### src/rtl/bus_cycle_sequencer.sv
// Splits CPU access requests into 68k bus cycles for the downstream bus FSM.
// Also assembles the read data it latches into one right-aligned 32-bit response.
module bus_cycle_sequencer #(
   parameter int ADDR_W = 24
) (
   input  logic              clk,
   input  logic              rst_n,
   input  logic              req_valid,
   output logic              req_ready,
   input  logic [ADDR_W-1:0] req_addr,
   input  logic [31:0]       req_wdata,
   input  logic [1:0]        req_size,
   input  logic              req_rw,
   input  logic [2:0]        req_fc,
   input  logic              fsm_waiting,
   input  logic              fsm_latch,
   input  logic              fsm_finalize,
   input  logic [15:0]       bus_rdata,
   output logic              activate,
   output logic              must_continue,
   output logic [ADDR_W-1:0] cyc_addr,
   output logic [15:0]       cyc_wdata,
   output logic              cyc_uds,
   output logic              cyc_lds,
   output logic              cyc_rw,
   output logic [2:0]        cyc_fc,
   output logic              resp_valid,
   input  logic              resp_ready,
   output logic [31:0]       resp_rdata,
   output logic              resp_err
);

   typedef enum logic [1:0] {IDLE, ISSUE, RUN, RESPOND} state_t;

   localparam logic [1:0] SZ_BYTE = 2'd0;
   localparam logic [1:0] SZ_LONG = 2'd2;
   localparam logic [1:0] SZ_RSVD = 2'd3;

   state_t      state, next_state;
   logic [1:0]  size_q;
   logic [15:0] wdata_lo;
   logic        beat;
   logic        req_bad;
   logic        long_beat0;

   // Reserved size, or a word/long access on an odd byte address.
   assign req_bad    = (req_size == SZ_RSVD) || ((req_size != SZ_BYTE) && req_addr[0]);
   assign long_beat0 = (size_q == SZ_LONG) && !beat;

   always_ff @(posedge clk or negedge rst_n) begin
      if (!rst_n) state <= IDLE;
      else        state <= next_state;
   end

   always_comb begin
      // NOTE: every signal gets a default before the case, so no path can infer a latch.
      next_state = state;
      req_ready  = 1'b0;
      activate   = 1'b0;
      case (state)
         IDLE: begin
            req_ready = 1'b1;
            if (req_valid) next_state = req_bad ? RESPOND : ISSUE;
         end
         ISSUE: begin
            activate = fsm_waiting;
            if (fsm_waiting) next_state = RUN;
         end
         // The beat-0 FINALIZE of a long access stays here: the FSM restarts on its own.
         RUN:     if (fsm_finalize && !long_beat0) next_state = RESPOND;
         RESPOND: if (resp_ready) next_state = IDLE;
         default: next_state = IDLE;
      endcase
   end

   always_ff @(posedge clk or negedge rst_n) begin
      if (!rst_n) begin
         // NOTE: sequential state uses non-blocking assignments so every flop samples pre-edge values.
         size_q        <= SZ_BYTE;
         wdata_lo      <= '0;
         beat          <= 1'b0;
         must_continue <= 1'b0;
         cyc_addr      <= '0;
         cyc_wdata     <= '0;
         cyc_uds       <= 1'b0;
         cyc_lds       <= 1'b0;
         cyc_rw        <= 1'b1;
         cyc_fc        <= '0;
         resp_valid    <= 1'b0;
         resp_rdata    <= '0;
         resp_err      <= 1'b0;
      end else begin
         resp_valid <= (next_state == RESPOND);
         case (state)
            IDLE: begin
               if (req_valid) begin
                  cyc_addr      <= req_addr;
                  cyc_rw        <= req_rw;
                  cyc_fc        <= req_fc;
                  size_q        <= req_size;
                  wdata_lo      <= req_wdata[15:0];
                  beat          <= 1'b0;
                  resp_rdata    <= '0;
                  resp_err      <= req_bad;
                  must_continue <= (req_size == SZ_LONG) && !req_bad;
                  case (req_size)
                     SZ_BYTE: begin
                        cyc_wdata <= {2{req_wdata[7:0]}};
                        cyc_uds   <= ~req_addr[0];
                        cyc_lds   <= req_addr[0];
                     end
                     SZ_LONG: begin
                        cyc_wdata <= req_wdata[31:16];
                        cyc_uds   <= 1'b1;
                        cyc_lds   <= 1'b1;
                     end
                     default: begin
                        cyc_wdata <= req_wdata[15:0];
                        cyc_uds   <= 1'b1;
                        cyc_lds   <= 1'b1;
                     end
                  endcase
               end
            end
            RUN: begin
               if (fsm_latch && cyc_rw) begin
                  if (size_q == SZ_BYTE)
                     resp_rdata[7:0] <= cyc_addr[0] ? bus_rdata[7:0] : bus_rdata[15:8];
                  else if (long_beat0)
                     resp_rdata[31:16] <= bus_rdata;
                  else
                     resp_rdata[15:0] <= bus_rdata;
               end
               // Beat-1 fields settle one cycle before the FSM re-enters SETUP_BUS.
               if (fsm_finalize && long_beat0) begin
                  beat          <= 1'b1;
                  cyc_addr      <= cyc_addr + ADDR_W'(2);
                  cyc_wdata     <= wdata_lo;
                  must_continue <= 1'b0;
               end
            end
            RESPOND: begin
               if (resp_ready) begin
                  resp_rdata <= '0;
                  resp_err   <= 1'b0;
               end
            end
            default: ;
         endcase
      end
   end

endmodule

### config.mk
export PLATFORM = sky130hd
export DESIGN_NAME = bus_cycle_sequencer
export DESIGN_NICKNAME = d
export VERILOG_FILES = /design/src/rtl/bus_cycle_sequencer.sv
export SDC_FILE = /design/constraint.sdc
export NUM_CORES = 1
export LEC_CHECK = 0
export ABC_CLOCK_PERIOD_IN_PS = 2500
export CORE_MARGIN = 5
export CORE_UTILIZATION = 46
export CTS_CLUSTER_SIZE = 8
export DETAILED_ROUTE_END_ITERATION = 16
export PLACE_DENSITY = 0.8
export SYNTH_ARGS = -nofsm -noshare
export SYNTH_HDL_FRONTEND = slang
export SYNTH_SLANG_ARGS = --single-unit
### constraint.sdc
create_clock -name clk -period 2.5 [get_ports clk]
set_clock_uncertainty 0.05 [all_clocks]
set_input_delay 0.5 -clock clk [delete_from_list [all_inputs] [get_ports clk]]
set_output_delay 0.5 -clock clk [all_outputs]
set_load 0.005 [all_outputs]
; Word level (Yosys, flattened, before mapping)
; Cells that the tools add are included.
[totals]
register_bits = 102
input_bits = 85
word_cells = 91
[op_classes]
addsub = 1
n_eq_ne = 15
n_mux = 35
bitwise_logic = 1
n_reduce_logical = 23
[op_table]
columns = operator, n
row1 = $mux W32, 3
row2 = $pmux W32 S3, 1
row3 = $mux W24, 3
row4 = $mux W16, 4
row5 = $pmux W16 S2, 2
row6 = $pmux W24 S2, 1
row7 = $add A24 B2 Y24 const B, 1
row8 = $mux W8, 2
row9 = $ne A2 B2 Y1 const B, 7
row10 = $eq A2 B2 Y1 const B, 6
row11 = $reduce_and A6 Y1, 2
row12 = $mux W1, 10
row13 = $mux W2, 5
row14 = $pmux W2 S4, 1
row15 = $logic_and A1 B1 Y1, 6
row16 = $logic_not A2 Y1, 3
row17 = $pmux W1 S2, 3
row18 = $reduce_and A3 Y1, 2
row19 = $reduce_bool A2 Y1, 3
row20 = $reduce_and A5 Y1, 1
row21 = $logic_not A1 Y1, 3
row22 = $ne A3 B3 Y1 const B, 1
row23 = $reduce_bool A3 Y1, 1
row24 = $eq A2 B1 Y1 const B, 1
row25 = other kinds (3), 3

; Logic depth before layout (Yosys ltp)
[depth]
depth_word = 7
mapped_depth = 7

; Least setup slack after synthesis
; No wires, ideal clock.
[synth_path]
kind = reg2reg
start = register cyc_addr[1]
end = register cyc_addr[15]
arrival_ns = 1.622
setup_slack_ns = 0.697
stages_incl_launch_ff = 6
period_less_slack_ns = 1.803
cell_sequence = dfrtp_1 > ha_1 > nand3_1 > or4_2 > o211ai_1 > nand3_1
[synth_via]
elab_chain_len = 3
[synth_lines]
columns = item, line_no
row1 = start: declaration, 21  ; output logic [ADDR_W-1:0] cyc_addr,
row2 = start signal: assignment, 97  ; cyc_addr <= req_addr;
row3 = start signal: assignment, 137  ; cyc_addr <= cyc_addr + ADDR_W'(2);
row4 = $add A24 B2 Y24, 137
row5 = $mux W24, 135  ; if (fsm_finalize && long_beat0) begin
row6 = $pmux W24 S2, 94  ; case (state)
; No other way between the ends. The select of a mux whose other input is x is not followed.
; A chain may end at the register's enable or synchronous reset.

; Worst setup path in the final report
[layout_path]
start = input port fsm_waiting
end = output port activate
[layout_via]
elab_chain_len = 1
[layout_lines]
columns = item, line_no
row1 = start: declaration, 15  ; input logic fsm_waiting,
row2 = $mux W1, 60  ; case (state)
row3 = end: declaration, 19  ; output logic activate,
; No other way between the ends.

==> out/results.tsv <==
stage	metric	value	unit
outcome	outcome	completed	
sta	setup_slack	0.191	ns
clock_tree	clk-insertion-delay-late	0.37	ns
clock_tree	cts_max_level	3	
synthesis	synth-edff-count	0	
sta	fin_crit_sh	92.4	%
sta	tns	0	ns
pwr	power.share.sequential	37.6	%
worst_setup_path	critPathCaptureType	output pin	
synthesis	synth_top_flop_cell	dfrtp_1	
clock_tree	ctsResizeCount	0	
pwr	pwr-share-comb	49.4	%
drt	vias	4862	
clock_tree	cts.clk_slew.worst_paths	0.10	ns
place	preCtsSetupSlack	0.0890	ns
worst_setup_path	r2r-end	cyc_addr[18]$_DFFE_PN0P_	
worst_setup_path	critical_path_class	in2out	
sta	max_slew.worst_pin.slew	0.518	ns
layout	diodes	0	
global_routing	grt_max_degree	64	
worst_setup_path	crit_end	activate	
pwr	p_sw	3.24	mW
layout	drive_gt1_share	8.56	%
die	ioPinCount	168	
worst_setup_path	worstPathMaxFanout	2	
clock_tree	cts_hold_buffers	1	
sta	hold_viol_final	0	
place	postPlaceCellArea	7060	sq um
clock_tree	root_buffer	clkbuf_8	
sta	max_freq	0.433	GHz
synthesis	yosysMostFrequentCell	nand2_1	
drt	drtIter0Drc	268	
global_routing	grt_overflow	0	
worst_setup_path	r2r_cells	5	
layout	area_delta_synth_final	41.6	%
synthesis	syn_area	5130	sq um
clock_tree	cts.sinks	102	
pwr	p_sw_share	39.5	%
pwr	p_per_area	1130	nW/um^2
die	die-area	13400	sq um
sta	fin_crit	2.31	ns
worst_setup_path	arrival	1.76	ns
place	portBuffers	167	
drt	ant_nets	0	
drt	drt-total-wl	15400	um
synthesis	syn-num-nets	627	
global_routing	antenna_found_initial	0	
synthesis	synth_area_leaders	dfrtp_1 (49%), nand2_1 (7.8%), mux2i_1 (6.6%)	
die	die_w	116	um
synthesis	syn-mean-instance-area	9.49	sq um
drt	firstDrtPassIters	7	
pwr	totalPowerFinal	8.21	mW
pwr	ir_worst_vdd	0.559	mV
worst_setup_path	startpoint_type	input pin	
die	rows	38	
sta	holdWs	0.411	ns
clock_tree	cts_buffers	9	
worst_setup_path	reg2reg_slack	0.40	ns
synthesis	synthArstFlopShare	100	%
synthesis	yosysSeqAreaShare	49.7	%
global_routing	grt_use_total	23.3	%
die	fp.dieH	116	um
pwr	intPower	4.97	mW
pwr	p_leak	3.26	nW
layout	fin_util	66.8	%
place	dpl.cell_count	836	
place	hpwl	11500	um
synthesis	ys_top_cells_by_count	nand2_1 (107), dfrtp_1 (101), mux2i_1 (34)	
run	max-cap-violations	0	
clock_tree	cts_buffer_depth	2	
sta	rsz0062_at_grt	false	
layout	num-fill-cells	891	
layout	finalNetCount	794	
synthesis	netlist_instances	541	
synthesis	synth_top_area_share	49.2	%
worst_setup_path	required	1.95	ns
synthesis	synth-warning-count	0	
sta	maxSlewViolCount	0	
layout	design_area	7270	sq um
sta	setup_viol_count_final	0	
die	initial_core_util	47.2	%
pwr	clkPwrFrac	13.1	%
min_path	min_path_type	in2async	
drt	viasPerCell	5.70	
drt	wl_per_cell	18.1	um
synthesis	yosysTopAreaCell	dfrtp_1	
layout	finalNonFillerCells	853	
clock_tree	cts_tree	done	
drt	drc	0	
global_routing	grt_pass1_vias	4934	
synthesis	ys_ff_latch	102	
clock_tree	postCtsSetupRepairBufs	0	
global_routing	grt_pass1_wl	24900	um
die	core_region_area	10900	sq um
worst_setup_path	r2r-start	state[1]$_DFF_PN0_	
place	gp_congestion	0.877	
worst_setup_path	crit_start	fsm_waiting	
sta	slew_headroom	65.4	%
synthesis	synth_cell_types	55	
-- state kept, by name, indices dropped and copies added, names as in the netlist --
name	flops
resp_err	1
cyc_lds	1
cyc_fc	3
cyc_rw	1
resp_rdata	32
cyc_addr	24
cyc_wdata	16
size_q	2
must_continue	1
wdata_lo	16
cyc_uds	1
state	2
resp_valid	1
beat	1
-- how the worst min path moves through the flow --
stage | cells after the start | end | from | slack, ns
floorplan | 0 | beat$_DFFE_PN0P_ | rst_n | 0.15
global placement | 1 | resp_err$_DFFE_PN0P_ | rst_n | 0.26
detailed placement | 1 | resp_err$_DFFE_PN0P_ | rst_n | 0.26
CTS | 2 | resp_err$_DFFE_PN0P_ | rst_n | 0.39
global route | 2 | state[0]$_DFF_PN0_ | rst_n | 0.41
finish | 2 | resp_err$_DFFE_PN0P_ | rst_n | 0.41
-- kinds of logic after synthesis --
logic type,after synthesis,synth area share (%)
compound gates,148,19.6
mux,34,6.63
fa+ha+maj,1,0.244
flops,102,49.7
simple gates,214,20.3
buf+inv,42,3.53
-- worst max-delay path: stages --
cell and delay, ns:
clkdlybuf4s50_1 0.48, nor2b_1 0.15, and2_1 0.13, clkdlybuf4s50_1 0.50
-- power by group through the flow --
stage | logic (mW) | registers, mW | clock network [mW]
final | 4.05 | 3.08 | 1.08
after floorplan | 2.15 | 2.93 | 0
after detailed placement | 4.08 | 3.09 | 0
after CTS | 4.08 | 3.07 | 1.10
after global placement | 3.95 | 3.07 | 0
after global routing | 4.46 | 3.19 | 1.15
-- layout make-up --
cell class | count | area (sq um) | share of cell area [%]
Tap cell | 140 | 175 | 2.41
Inverter | 6 | 22.5 | 0.310
Multi-Input combinational cell | 397 | 2420 | 33.3
Sequential cell | 102 | 2550 | 35.1
Clock inverter | 6 | 71.3 | 0.981
Timing Repair Buffer | 192 | 1900 | 26.1
Clock buffer | 10 | 128 | 1.75
-- cell usage in the layout (no fill, tap or decap), types with 5 or more instances in the layout --
master and n:
a211oi_1 9, a21o_1 21, a21oi_1 28, a22o_1 24, a31oi_1 5, and3_1 7
buf_4 22, clkbuf_8 9, clkdlybuf4s50_1 166, dfrtp_1 101, inv_1 6, mux2i_1 34
nand2_1 107, nand3_1 13, nand4_1 9, nor2_1 25, nor3_1 8, nor4_1 13
o21ai_0 31, o22ai_1 6
-- layer usage --
layer	GRT usage, %	vias up	part of all wire [%]
met5	0	-	0
met4	7.27	0	2.3
met3	5.43	28	7.4
met2	38.1	207	49
met1	31.1	2328	42
li1	-	2299	-
Power figures use the tool's default switching activity.
